--- config.mk ---
export PLATFORM = sky130hd
export DESIGN_NAME = unified_mem_arbiter
export DESIGN_NICKNAME = d
export VERILOG_FILES = /design/src/rtl/unified_mem_arbiter.sv
export SDC_FILE = /design/constraint.sdc
export NUM_CORES = 1
export LEC_CHECK = 0
export BUFFER_PORTS_ARGS = -buffer_cell sky130_fd_sc_hd__buf_2
export CAP_MARGIN = 20
export CORE_ASPECT_RATIO = 1.75
export CORE_UTILIZATION = 35
export DETAILED_ROUTE_END_ITERATION = 6
export SLEW_MARGIN = 30
export SYNTH_ARGS = -nofsm -noshare
export SYNTH_HDL_FRONTEND = slang
export SYNTH_SLANG_ARGS = --single-unit
--- constraint.sdc ---
create_clock -name clk -period 5.1 [get_ports clk]
set_input_delay 0.255 -clock clk [delete_from_list [all_inputs] [get_ports clk]]
set_output_delay 0.255 -clock clk [all_outputs]
set_load 0.05 [all_outputs]
--- src/rtl/unified_mem_arbiter.sv ---
// Arbiter sharing one single-ported unified memory between the fetch and data ports.
// Optional macro ARB_ROUND_ROBIN_EN: round-robin tie-break instead of data-port priority.
module unified_mem_arbiter #(
    parameter int AW          = 32,
    parameter int DW          = 32,
    parameter int MEM_LATENCY = 2
) (
    input  logic          clk,
    input  logic          reset,
    input  logic          if_req,
    input  logic [AW-1:0] if_addr,
    output logic          if_ack,
    output logic [DW-1:0] if_rdata,
    input  logic          d_req,
    input  logic          d_we,
    input  logic [AW-1:0] d_addr,
    input  logic [DW-1:0] d_wdata,
    output logic          d_ack,
    output logic [DW-1:0] d_rdata,
    output logic          mem_en,
    output logic          mem_we,
    output logic [AW-1:0] mem_addr,
    output logic [DW-1:0] mem_wdata,
    input  logic [DW-1:0] mem_rdata,
    output logic          busy,
    output logic          owner
);
    typedef enum logic [1:0] {S_IDLE, S_ACCESS, S_RESP} state_t;

    typedef struct packed {
        logic          we;
        logic [AW-1:0] addr;
        logic [DW-1:0] wdata;
    } mreq_t;

    state_t        r_state, w_next;
    logic [3:0]    r_cnt;
    logic          r_owner;
    logic          r_we;
    logic [AW-1:0] r_addr;
    logic [DW-1:0] r_wdata;
    logic [DW-1:0] r_if_rdata;
    logic [DW-1:0] r_d_rdata;
    logic          w_grant;
    logic          w_gnt_port;
    mreq_t         w_req;

    assign w_grant = (r_state == S_IDLE) && (if_req || d_req);

`ifdef ARB_ROUND_ROBIN_EN
    // Pointer starts on the data port so the first tie goes to fetch.
    logic r_last;

    always_ff @(posedge clk or posedge reset) begin
        if (reset)
            r_last <= 1'b1;
        else if (w_grant)
            r_last <= w_gnt_port;
    end

    assign w_gnt_port = (if_req && d_req) ? ~r_last : d_req;
`else
    assign w_gnt_port = d_req;
`endif

    always_comb begin
        w_req.we    = 1'b0;
        w_req.addr  = if_addr;
        w_req.wdata = '0;
        if (w_gnt_port) begin
            w_req.we    = d_we;
            w_req.addr  = d_addr;
            w_req.wdata = d_wdata;
        end
    end

    always_ff @(posedge clk or posedge reset) begin
        if (reset)
            r_state <= S_IDLE;
        else
            r_state <= w_next;
    end

    always_comb begin
        w_next = r_state;
        case (r_state)
            S_IDLE:   if (if_req || d_req) w_next = S_ACCESS;
            S_ACCESS: if (r_cnt == 4'd0)   w_next = S_RESP;
            S_RESP:   w_next = S_IDLE;
            default:  w_next = S_IDLE;
        endcase
    end

    // Request fields are latched at grant so requester changes during ACCESS are ignored.
    always_ff @(posedge clk or posedge reset) begin
        if (reset) begin
            r_cnt      <= '0;
            r_owner    <= 1'b0;
            r_we       <= 1'b0;
            r_addr     <= '0;
            r_wdata    <= '0;
            r_if_rdata <= '0;
            r_d_rdata  <= '0;
        end else if (w_grant) begin
            r_cnt   <= 4'(MEM_LATENCY - 1);
            r_owner <= w_gnt_port;
            r_we    <= w_req.we;
            r_addr  <= w_req.addr;
            r_wdata <= w_req.wdata;
        end else if (r_state == S_ACCESS) begin
            if (r_cnt != 4'd0)
                r_cnt <= r_cnt - 4'd1;
            else if (!r_we) begin
                if (r_owner)
                    r_d_rdata <= mem_rdata;
                else
                    r_if_rdata <= mem_rdata;
            end
        end
    end

    always_comb begin
        mem_en = 1'b0;
        mem_we = 1'b0;
        busy   = 1'b0;
        if_ack = 1'b0;
        d_ack  = 1'b0;
        case (r_state)
            S_ACCESS: begin
                mem_en = 1'b1;
                mem_we = r_we;
                busy   = 1'b1;
            end
            S_RESP: begin
                busy   = 1'b1;
                if_ack = ~r_owner;
                d_ack  = r_owner;
            end
            default: ;
        endcase
    end

    assign mem_addr  = r_addr;
    assign mem_wdata = r_wdata;
    assign if_rdata  = r_if_rdata;
    assign d_rdata   = r_d_rdata;
    assign owner     = r_owner;

endmodule

Yosys cells after proc, flatten, opt, wreduce, memory -nomap -nowiden
Cells that the tools add are included.
- output and inout port bits: 134
- register bits: 136
- bitwise operators: 4
- eq/ne operators: 4
- reduce and logical (&&, ||, !) cells: 12
- add/subtract/negate cells: 1
- mux-type cells: 12
- operator list (kind ; number):
    $mux 65 ; 1
    $mux 4 ; 3
    $reduce_and 5->1 ; 2
    $mux 1 ; 5
    $logic_not 4->1 ; 1
    $mux 2 ; 2
    $not 1->1 ; 4
    $pmux 2 s2 ; 1
    $reduce_and 2->1 ; 2
    $reduce_bool 2->1 ; 2
    $reduce_bool 4->1 ; 1
    $sub 4x1->4 const B ; 1
    $eq 2x1->1 const B ; 1
    $eq 2x2->1 const B ; 1
    $logic_not 2->1 ; 1
    $ne 2x1->1 const B ; 1
    $ne 2x2->1 const B ; 1
    $reduce_or 2->1 ; 1
    $logic_and 1x1->1 ; 1
    $logic_or 1x1->1 ; 1

Logic depth before layout (Yosys ltp)
- depth in word-level cells: 4
- gate-level depth with buffers: 8
- mapped depth without buffers: 5

Worst setup path after synthesis
No wires, ideal clock.
- kind: reg2reg
- from: register r_state[1]
- to: register r_d_rdata[0], in the netlist d_rdata[0]
- stages on the path, launching flop included: 8
- data arrival time: 2.243 ns
- path buffers: 2
- slack: 2.733 ns
- library setup time: 0.125 ns
- required time: 4.975 ns
- cell sequence: dfrtp_1 inv_1 ha_1 clkbuf_1 nand2_1 nor4_2 buf_2 mux2_2
- cells in the longest elaborated chain, start to end: 4
- RTL lines (item ; line ; text):
    start, declared ; 36 ; state_t r_state, w_next;
    start signal, assigned ; 81 ; r_state <= w_next;
    $logic_not 2->1 ; 48 ; assign w_grant = (r_state == S_IDLE) && (if_req || d_req);
    $logic_and 1x1->1 ; 48 ;
    $not 1->1 (no line) ; - ;
    $reduce_and 5->1 (no line) * ; - ;
    end signal, assigned ; 115 ; r_d_rdata <= mem_rdata;
    end, declared ; 43 ; logic [DW-1:0] r_d_rdata;
Mark *: on every way between the ends. The rest lies on a longest branch, timed or not.
A chain may end at the register's enable or synchronous reset.

Final worst setup path
- from: register r_state[1]
- to: register r_if_rdata[30], in the netlist if_rdata[30]
- cells in the longest elaborated chain, start to end: 4
- RTL lines (item ; line ; text):
    $logic_not 2->1 ; 48 ;
    $logic_and 1x1->1 ; 48 ;
    $not 1->1 (no line) ; - ;
    $reduce_and 5->1 (no line) * ; - ;
    end signal, assigned ; 117 ; r_if_rdata <= mem_rdata;
    end, declared ; 42 ; logic [DW-1:0] r_if_rdata;
Marks and branches as above.

==> flow_summary.ini <==
[placed_design]
detailed_place_hpwl_mm = 10.13
io_buffers = 266
place_congestion = 0.7914

[cts]
clkTransAtPathRegs_ns = 0.07
cts-root-buf = clkbuf_16
clock_path_buffers = 2
worstSkewPairLatency_ns = 0.41
cts-buffers-inserted = 17
cts_tree = built
cts_setup_buffers = 0
cts_resized = 0
cts.sinks = 136
htreeDepth = 4

[logic_synthesis]
ys_seq_area_frac = 0.5939
synth-seq-cells = 136
netlist_area_um2 = 5730
async_reset_ff_frac = 1.000
ys.flop_type = dfrtp_1
synth_area_leader_cell = dfrtp_1
synth_compound_area_frac = 0.04345
synth_edf_count = 0
synthesis.nets = 609
synth.cells.most_frequent = dfrtp_1 (136), nand2_1 (102), mux2_2 (33), nand3_1 (33), o21ai_0 (33)
ys_warn_count = 0
synth_top_family_by_area = multiplexers
synth_fa_ha_area_frac = 0.01310
synthSimpleGateAreaFrac = 0.1107
synthMostInstantiatedCell = dfrtp_1
synthTopCellsByArea = dfrtp_1 (59%), mux2_4 (7.9%), nand2_1 (6.7%)
avgSynthCellArea_um2 = 12.19
synth_top_area_frac = 0.5939
muxShareOfSynthArea = 0.2033
synth_xor_area_frac = 0
synthDistinctLibCells = 31
syn_inst = 470

[floorplanning]
fp.dieW_um = 98.73
die_h_um = 171.3
die-area_um2 = 16910
core_area_um2 = 15950
rows = 61
start_util = 0.3592
pin_count = 267

[sta]
max_slew.worst_pin.slew_ns = 0.8019
hold_viol = 0
period_share = 0.5387
relSlewSlack = 0.4654
finalSetupTns_ns = 0
setup_violations = 0
max_freq_ghz = 0.3640
rsz0062_at_grt = no
skew_ns = 0.01424
slew_violations = 0
min_period_ns = 2.748

[critical_path]
crit_required_ns = 5.39
r2r_slack_ns = 2.35
worst_setup_path_start_kind = register
crit_type = register to register
crit_path_end_kind = register
crit_arrival_ns = 3.03
cp_max_fo = 38

[run_status]
run_status = complete, no violations

[routing]
finalWirelength_mm = 14.09
post_drt_wl_per_cell_um = 15.14
drc = 0
vias_per_cell = 4.760
vias = 4432
drt_iter0_drc = 128
firstDrtPassIters = 4
ant_nets = 0

[global_route]
antenna_found_initial = 1
grt_pass1_wl_mm = 22.28
grt_max_degree = 77
grt_pass1_vias = 4523
grt_use_total = 0.1681
grt-ovfl-total = 0

[finish]
nets = 869
fillers = 1503
syn_to_final_growth_pct = 36.40
drive_gt1_frac = 0.5000
seqCellArea_um2 = 3403
n_antenna_cell = 0
multi_input_area_um2 = 2146

[job]
drv_cap = 0

[hold_path]
hold_class = input port to register
-- cells in the final DEF (no fill, tap or decap), types with 2 or more instances in the layout --
cell type / n
a211oi_1: 3
a21oi_1: 3
a31o_2: 2
and2_1: 3
buf_2: 266
buf_4: 4
bufinv_16: 3
clkbuf_16: 17
clkinv_4: 2
clkinvlp_4: 5
dfrtp_1: 136
ha_1: 5
inv_1: 6
inv_6: 4
mux2_1: 2
mux2_2: 33
mux2_4: 30
mux2i_1: 32
nand2_1: 102
nand3_1: 33
nor2_1: 3
o21ai_0: 33
-- path summary, 6_finish.rpt --
kind                                      startpoint                   endpoint  cells after the start
max                           r_state[1]$_DFFE_PP0P_   if_rdata[30]$_DFFE_PP0P_                      5
min                                      d_wdata[24]  mem_wdata[24]$_DFFE_PP0P_                      3
max reg2reg                   r_state[1]$_DFFE_PP0P_   if_rdata[30]$_DFFE_PP0P_                      5
min reg2reg                mem_wdata[24]$_DFFE_PP0P_  mem_wdata[24]$_DFFE_PP0P_                      2
max in group asynchronous                      reset    d_rdata[12]$_DFFE_PP0P_                      4
min in group asynchronous                      reset     d_rdata[5]$_DFFE_PP0P_                      3
-- per-stage QoR --
stage | setup slack, ns | area [um2] | hold WS (ns) | utilization | instances
detailed placement | 2.330 | 7178 | 0.4254 | 0.4500 | 898
floorplan | 1.206 | 5731 | 0.3897 | - | 470
global route | 2.136 | 7816 | 0.07215 | 0.4900 | 931
global placement | 2.416 | 7178 | 0.4093 | 0.4500 | 898
CTS | 2.311 | 7789 | 0.06229 | 0.4883 | 930
finish | 2.352 | 7816 | 0.07591 | 0.4900 | 931
-- area by class of cell --
class | count | area share
Clock buffer | 18 | 0.05491
Sequential cell | 136 | 0.4354
Clock inverter | 13 | 0.02193
Tap cell | 189 | 0.03025
Timing Repair Buffer | 272 | 0.1790
Multi-Input combinational cell | 296 | 0.2745
Inverter | 7 | 0.004002
-- layer usage --
layer | vias to the layer above | wire length [um] | GRT usage
li1 | 2114 | - | -
met1 | 2098 | 5506 | 0.1928
met2 | 202 | 7415 | 0.2988
met3 | 16 | 960 | 0.04348
met4 | 2 | 199 | 0.06424
met5 | - | 10 | 0
-- worst max-delay path: stages, from the launching register on --
cell	delay, ns
dfrtp_1	0.40
inv_1	0.12
ha_2	0.71
o21a_1	0.38
or4_4	0.59
mux2_2	0.40
-- cell families after synthesis --
| family | count (synthesis) |
|---|---|
| buffers and inverters | 38 |
| flip-flops | 136 |
| adder cells (fa/ha/maj) | 6 |
| multiplexers | 97 |
| AND/OR/NAND/NOR | 148 |
| AO/OA/AOI/OAI | 45 |
-- registers in the layout, indices dropped and copies added, names as in the netlist --
register   flops
d_rdata       32
if_rdata      32
mem_addr      32
mem_wdata     32
owner          1
r_cnt          4
r_state        2
r_we           1
-- what timing repair did --
action,CTS,global route
endpoints found under the setup margin,0,0
hold buffers,1,0
hold endpoints to repair,43,0
Power is not shown: default switching activity piles up to over one toggle a cycle in this logic, so the estimate is an artifact.
